File: src/rtl/decoder_skid.sv
`default_nettype none
// +----------------------------------------------------------------------------+
// | decoder_skid : one-hot / thermometer / inverted decoder, 2-entry skid out  |
// | Revision 1.0 : initial release                                             |
// +----------------------------------------------------------------------------+
module decoder_skid #(
  parameter int IN_W  = 4,
  parameter int OUT_W = 16
) (
  input  logic             clk,
  input  logic             reset,
  input  logic             in_valid,
  output logic             in_ready,
  input  logic [IN_W-1:0]  binary_in,
  input  logic [1:0]       mode,
  input  logic             enable,
  output logic             out_valid,
  input  logic             out_ready,
  output logic [OUT_W-1:0] decoder_out,
  output logic             range_err,
  output logic [7:0]       err_cnt
);

  localparam logic [1:0]  c_MODE_ONEHOT = 2'b00;
  localparam logic [1:0]  c_MODE_THERMO = 2'b01;
  localparam logic [1:0]  c_MODE_INVERT = 2'b10;
  localparam logic [31:0] c_OUT_W_U     = 32'(OUT_W);

  generate
    if (OUT_W < 2 || OUT_W > 2**IN_W) begin : g_bad_out_w
      $error("decoder_skid: OUT_W must lie in 2..2**IN_W");
    end
  endgenerate

  logic [31:0]      w_k;
  logic [OUT_W-1:0] w_dec;
  logic             w_err;
  logic             w_push;
  logic             w_pop;

  // Head entry drives the outputs directly; skid entry catches the word
  // that arrives while the head is stalled.
  logic [OUT_W-1:0] r_head_d,  w_head_d_n;
  logic             r_head_e,  w_head_e_n;
  logic             r_head_v,  w_head_v_n;
  logic [OUT_W-1:0] r_skid_d,  w_skid_d_n;
  logic             r_skid_e,  w_skid_e_n;
  logic             r_skid_v,  w_skid_v_n;
  logic             r_in_ready;
  logic [7:0]       r_err_cnt;

  assign w_k = 32'(binary_in);

  always_comb begin
    w_dec = '0;
    w_err = (mode == 2'b11) || (w_k >= c_OUT_W_U);
    if (!w_err && enable) begin
      for (int i = 0; i < OUT_W; i++) begin
        case (mode)
          c_MODE_ONEHOT: w_dec[i] = (32'(i) == w_k);
          c_MODE_THERMO: w_dec[i] = (32'(i) <= w_k);
          c_MODE_INVERT: w_dec[i] = (32'(i) != w_k);
          default:       w_dec[i] = 1'b0;
        endcase
      end
    end
  end

  assign w_push = in_valid & r_in_ready;
  assign w_pop  = r_head_v & out_ready;

  always_comb begin
    w_head_d_n = r_head_d;
    w_head_e_n = r_head_e;
    w_head_v_n = r_head_v;
    w_skid_d_n = r_skid_d;
    w_skid_e_n = r_skid_e;
    w_skid_v_n = r_skid_v;
    if (w_pop) begin
      if (r_skid_v) begin
        w_head_d_n = r_skid_d;
        w_head_e_n = r_skid_e;
        w_head_v_n = 1'b1;
        w_skid_d_n = w_push ? w_dec : '0;
        w_skid_e_n = w_push & w_err;
        w_skid_v_n = w_push;
      end else begin
        w_head_d_n = w_push ? w_dec : '0;
        w_head_e_n = w_push & w_err;
        w_head_v_n = w_push;
      end
    end else if (w_push) begin
      if (!r_head_v) begin
        w_head_d_n = w_dec;
        w_head_e_n = w_err;
        w_head_v_n = 1'b1;
      end else begin
        w_skid_d_n = w_dec;
        w_skid_e_n = w_err;
        w_skid_v_n = 1'b1;
      end
    end
  end

  always_ff @(posedge clk or posedge reset) begin
    if (reset) begin
      r_head_d   <= '0;
      r_head_e   <= 1'b0;
      r_head_v   <= 1'b0;
      r_skid_d   <= '0;
      r_skid_e   <= 1'b0;
      r_skid_v   <= 1'b0;
      r_in_ready <= 1'b0;
      r_err_cnt  <= 8'd0;
    end else begin
      r_head_d   <= w_head_d_n;
      r_head_e   <= w_head_e_n;
      r_head_v   <= w_head_v_n;
      r_skid_d   <= w_skid_d_n;
      r_skid_e   <= w_skid_e_n;
      r_skid_v   <= w_skid_v_n;
      r_in_ready <= !(w_head_v_n && w_skid_v_n);
      if (w_push && w_err && (r_err_cnt != 8'hFF)) begin
        r_err_cnt <= r_err_cnt + 8'd1;
      end
    end
  end

  assign in_ready    = r_in_ready;
  assign out_valid   = r_head_v;
  assign decoder_out = r_head_d;
  assign range_err   = r_head_e;
  assign err_cnt     = r_err_cnt;

endmodule
`default_nettype wire

File: config.mk
export PLATFORM = sky130hd
export DESIGN_NAME = decoder_skid
export DESIGN_NICKNAME = d
export VERILOG_FILES = /design/src/rtl/decoder_skid.sv
export SDC_FILE = /design/constraint.sdc
export NUM_CORES = 1
export LEC_CHECK = 0
export BUFFER_PORTS_ARGS = -buffer_cell sky130_fd_sc_hd__buf_2
export CAP_MARGIN = 20
export CELL_PAD_IN_SITES_DETAIL_PLACEMENT = 0
export CELL_PAD_IN_SITES_GLOBAL_PLACEMENT = 2
export CORE_MARGIN = 4
export CORE_UTILIZATION = 38
export CTS_BUF_LIST = sky130_fd_sc_hd__clkbuf_2 sky130_fd_sc_hd__clkbuf_4 sky130_fd_sc_hd__clkbuf_8
export CTS_CLUSTER_DIAMETER = 100
export DETAILED_ROUTE_END_ITERATION = 8
export HOLD_SLACK_MARGIN = 0.02
export MAX_ROUTING_LAYER = met4
export PLACE_DENSITY_LB_ADDON = 0.3
export SLEW_MARGIN = 30
export SYNTH_ARGS = -nofsm -noshare
export SYNTH_HDL_FRONTEND = slang
export SYNTH_SLANG_ARGS = --single-unit
File: constraint.sdc
create_clock -name clk -period 2.57 [get_ports clk]
set_clock_uncertainty 0.15 [all_clocks]
set_input_delay 0.514 -clock clk [delete_from_list [all_inputs] [get_ports clk]]
set_output_delay 0.514 -clock clk [all_outputs]
set_load 0.02 [all_outputs]
# --- Word-level counts from Yosys, hierarchy flattened ---
# Index checks and enable logic that the tools add are counted.
# W data, S select, Z words.
word_totals:
  word_cells: 120
  in_bits: 11
  regBits: 45
  output_inout_bits: 27
classes:
  order_cmp: 17
  muxes: 41
  n_bitwise: 3
  reduce_logical: 14
  add_sub_neg: 1
  eq_ne: 36
op_table:
  columns: ["op", "count"]
  rows:
  - ["$mux W16", 10]
  - ["$pmux W1 S3", 16]
  - ["$eq A4 B4 Y1 const A", 8]
  - ["$le A4 B4 Y1 const A", 8]
  - ["$logic_not A32 Y1", 1]
  - ["$ne A4 B4 Y1 const A", 8]
  - ["$reduce_bool A32 Y1", 1]
  - ["$eq A3 B4 Y1 const A", 4]
  - ["$le A3 B4 Y1 const A", 4]
  - ["$ne A3 B4 Y1 const A", 4]
  - ["$mux W1", 15]
  - ["$add A8 B1 Y8 const B", 1]
  - ["$eq A2 B4 Y1 const A", 2]
  - ["$le A1 B4 Y1 const A", 2]
  - ["$le A2 B4 Y1 const A", 2]
  - ["$ne A2 B4 Y1 const A", 2]
  - ["$ne A8 B8 Y1 const B", 1]
  - ["$ge A4 B5 Y1 const B", 1]
  - ["$eq A1 B4 Y1 const A", 1]
  - ["$eq A2 B2 Y1 const B", 2]
  - ["$logic_and A1 B1 Y1", 4]
  - ["$ne A1 B4 Y1 const A", 1]
  - ["$reduce_bool A2 Y1", 2]
  - ["$and A1 B1 Y1", 3]
  - ["other kinds (8)", 9]

# --- Longest topological paths before layout ---
logic_depth:
  ltp_word: 8
  depth_mapped: 7
  ltp_nobuf: 5

# --- Worst setup path after synthesis ---
# Ideal clock, no wire load.
synth_timing:
  kind: "input to register"
  startpoint: "input binary_in[1]"
  endpoint: "register r_skid_d[4]"
  setup_time_ps: 122
  cell_stages: 5
  required_time_ps: 2298
  setup_slack_ps: 750
  arrival_ps: 1548
  path_buffers: 1
  cell_sequence: "buf_4 or4b_4 nor2_2 a21oi_2 a32o_1"
synth_via:
  elab_chain_cells: 8
  word_cells_on_any_way: 14
  cone_classes: "order compare (2); eq/ne (2); mux (7); reduce/logical (3)"
synth_lines:
  columns: ["element", "line", "text"]
  rows:
  - ["from (decl)", "14", "input logic [IN_W-1:0] binary_in,"]
  - ["$ge A4 B5 Y1", "56", "w_err = (mode == 2'b11) || (w_k >= c_OUT_W_U);"]
  - ["$logic_or A1 B1 Y1", "56", null]
  - ["$logic_not A1 Y1", "57", "if (!w_err && enable) begin"]
  - ["$logic_and A1 B1 Y1", "57", null]
  - ["$mux W16 *", "57", null]
  - ["$mux W16 (on tied branches)", "93, 84", null]
  - ["$mux W16 (on tied branches)", "92, 80", null]
  - ["$mux W16 *", "79", "if (w_pop) begin"]
  - ["to (signal assigned)", "119", "r_skid_d <= w_skid_d_n;"]
  - ["to (decl)", "46", "logic [OUT_W-1:0] r_skid_d, w_skid_d_n;"]
# Mark *: on every way between the ends. The rest lies on a longest branch, timed or not. The select of a mux whose other input is x is not followed.
# A chain may end at the register's enable or synchronous reset.

# --- Worst setup path after layout ---
layout_timing:
  startpoint: "register r_head_v (netlist: out_valid)"
  endpoint: "output out_valid"
layout_lines:
  columns: ["element", "line", "text"]
  rows:
  - ["from (decl)", "45", "logic r_head_v, w_head_v_n;"]
  - ["from (signal assigned)", "118", "r_head_v <= w_head_v_n;"]
  - ["to (decl)", "17", "output logic out_valid,"]
# No word-level cell between the ends.

==> qor.log <==
qor: power_and_ir_drop.power-per-cell-area 989.5 mW/mm^2
qor: synthesis.synthesis.area_per_instance 8.797 sq um
qor: setup_path.setup.worst_path.start_class flop
qor: setup_path.setup.worst_path.class reg -> out
qor: clocking.cts_made_buffers 5
qor: clocking.clockRootBuffer clkbuf_8
qor: finish.syn_to_final_growth 13.63%
qor: floorplan.io-pin-count 38
qor: detailed_routing.vias_per_cell 5.708
qor: timing.finalCritPeriodShare 76.27%
qor: clocking.postCtsSetupBuffers 0
qor: setup_path.worst_setup_path_end_kind output pin
qor: detailed_routing.initialDrtViolationCount 102
qor: synthesis.combined_area_of_all_synthesized_cells 0.002542 sq mm
qor: setup_path.reg2reg_depth 5
qor: global_routing.grt_start_max_net_pins 24
qor: synthesis.synth-edff-count 0
qor: global_routing.grt.overflow.total 0
qor: clocking.clkLatencyLatePin 0.30 ns
qor: hold_path.hp-class reg -> reg
qor: place.port-buffer-count 37
qor: detailed_routing.detailroute.via_count 2283
qor: detailed_routing.1st_pass_router_iterations 4
qor: timing.setup_total_negative_slack 0 ns
qor: setup_path.arrival 1.30 ns
qor: floorplan.core_region_area 0.006422 sq mm
qor: hold_path.holdPathStages 2
qor: status.status completed
qor: global_routing.grt_antenna_before_repair 0
qor: synthesis.synthDistinctLibCells 55
qor: clocking.cts-root-to-sink-buffers 2
qor: floorplan.floorplan.initialDensity 39.59%
qor: timing.setup_repair_after_global_routing_missed_its_margin no
qor: detailed_routing.drt_drc_violations_left 0
qor: floorplan.die-area 0.008063 sq mm
qor: timing.timing.max_slew.rel_slack 67.47%
qor: place.gpl.final_weighted_congestion 0.7822
qor: synthesis.ys.warnings.count 0
qor: synthesis.syn_nets 301
qor: power_and_ir_drop.worst_vdd_drop 0.4148 mV
qor: synthesis.syn_inst 289
qor: floorplan.die-width 89.80 um
qor: detailed_routing.route.antenna.remaining_nets 0
qor: place.place.detailed.instances 391
qor: timing.slew_viol_final 0
qor: clocking.ctsHtreeMaxLevel 2
qor: detailed_routing.postRouteWirelength 6.716 mm
qor: global_routing.global_route_wire_length_before_repair 11.46 mm
qor: clocking.clk_pin_slew_worst_setup_hold_paths 0.09 ns
qor: timing.clock.fmax 0.5101 GHz
qor: finish.layout.nets 334
qor: finish.fraction_of_layout_cells_with_a_size_suffix_above_1 19.81%
qor: timing.timing.final.setup_violations 0
qor: timing.hold_viol 0
qor: global_routing.global_routing_usage_summed_across_all_routing_layers 17.61%
qor: finish.final-instance-count-excl-fill 400
qor: synthesis.synth-seq-cells 45
qor: synthesis.synth_sequential_area_ratio 44.29%
qor: power_and_ir_drop.power_leakage 1.296 nW
qor: setup_path.worst-path-max-fanout 14
qor: synthesis.ys_async_sr_fraction 100.0%
qor: timing.min_period 1.960 ns
qor: detailed_routing.wire_per_inst 16.79 um
qor: synthesis.synth_top_flop_cell dfrtp_1
qor: floorplan.placement_rows 29
qor: run.cap_viol_max_count 0
qor: clocking.cts_tree yes
qor: floorplan.die_height 89.80 um
qor: setup_path.worstPathRequired 1.91 ns
qor: place.dp_hpwl 4.841 mm
qor: clocking.cts_sinks 45
qor: global_routing.first_global_vias 2198
qor: finish.diodes 0
qor: timing.worst_pin_slew 0.4864 ns
-- layout by cell type, fill, tap and decap left out, types with 3 or more instances in the layout --
master,Yosys,layout
nand2_1,45,45
dfrtp_1,45,45
buf_2,9,37
o21ai_0,36,36
nor2_1,19,19
a21oi_1,18,18
nor3_1,10,10
buf_4,5,9
nand3_1,7,7
xnor2_1,6,6
clkbuf_8,0,6
nand4_1,5,5
inv_1,6,5
a22oi_1,5,5
a22o_1,4,4
a32oi_1,4,4
mux2i_1,3,3
nor2b_1,3,3
a221o_1,3,3
and3_1,3,3
a221oi_1,3,3
-- per-stage QoR --
| step | worst slack (ns) | cell area, sq um | hold slack [ns] | util, % | total power (W) |
|---|---|---|---|---|---|
| CTS | 0.5975 | 2889 | 0.3400 | 44.98 | 0.002887 |
| global placement | 0.3986 | 2783 | 0.3118 | 43.33 | 0.002394 |
| floorplan | 0.7504 | 2542 | 0.2929 | - | 0.001961 |
| finish | 0.6097 | 2889 | 0.3326 | 44.98 | 0.002859 |
| detailed placement | 0.4241 | 2783 | 0.3209 | 43.33 | 0.002411 |
| global route | 0.5222 | 2889 | 0.3694 | 44.98 | 0.003085 |
-- final cells by class --
type                            count  area (sq um)
Timing Repair Buffer               48         282.8
Tap cell                           77         96.34
Clock buffer                        6         82.58
Sequential cell                    45          1126
Clock inverter                      2         13.76
Multi-Input combinational cell    216          1265
Fill cell                         655          3533
Inverter                            6         22.52
-- layer usage --
metal / GRT usage (%) / part of all wire (%)
met5: - / 0
met4: 4.598 / 1.6
met1: 26.15 / 50
met2: 24.75 / 44
met3: 3.172 / 4.3
-- report_power, final --
group,internal [W],switching (W)
registers,0.000959,0.000191
logic,0.000450,0.000788
clock network,0.000218,0.000252
total,0.00163,0.00123
-- final timing paths --
kind,from,endpoint,slack (ns)
min in group asynchronous,reset,decoder_out[5],0.56
setup reg to reg,out_valid,decoder_out[14],0.69
max in group asynchronous,reset,decoder_out[9],1.11
hold / removal,decoder_out[4],decoder_out[4],0.33
hold reg to reg,decoder_out[4],decoder_out[4],0.33
setup / recovery,out_valid,out_valid,0.61
-- cell families (layout without fill, tap and decap cells) --
group	count (synthesis)	count (layout)	share of synthesized area (%)
AND/OR/NAND/NOR	108	108	21.06
AO/OA/AOI/OAI	96	96	24.26
flip-flops	45	45	44.29
buffers and inverters	28	62	5.955
XOR/XNOR	8	8	2.756
multiplexers	3	3	1.181
adder cells (fa/ha/maj)	1	1	0.4920
-- critical path, cell delays in order (launching register included) --
cell     delay [ns]
dfrtp_1        0.60
buf_4          0.23
buf_2          0.17
-- cells in the mapped netlist, drive strengths merged, types with 4 or more instances --
cell / instances / share of area [%]
a21oi: 19 / 3.9
a22o: 4 / 1.4
a22oi: 5 / 1.5
a32oi: 4 / 1.4
buf: 16 / 4.1
clkbuf: 6 / 0.93
dfrtp: 45 / 44
inv: 6 / 0.89
nand2: 45 / 6.6
nand3: 7 / 1.4
nand4: 5 / 1.2
nor2: 20 / 3.1
nor3: 10 / 2.0
o21ai: 40 / 8.2
xnor2: 6 / 2.1
-- flip-flops by register name, summed over array words and instances (netlist names) --
name         count
r_skid_e         1
err_cnt          8
out_valid        1
in_ready         1
r_skid_v         1
r_skid_d        16
range_err        1
decoder_out     16
-- what timing repair did --
item	CTS	global route
hold buffers	1	0
resized for setup	0	0
endpoints found under the hold margin	8	0
No activity file was read; power rests on OpenSTA's default activity.
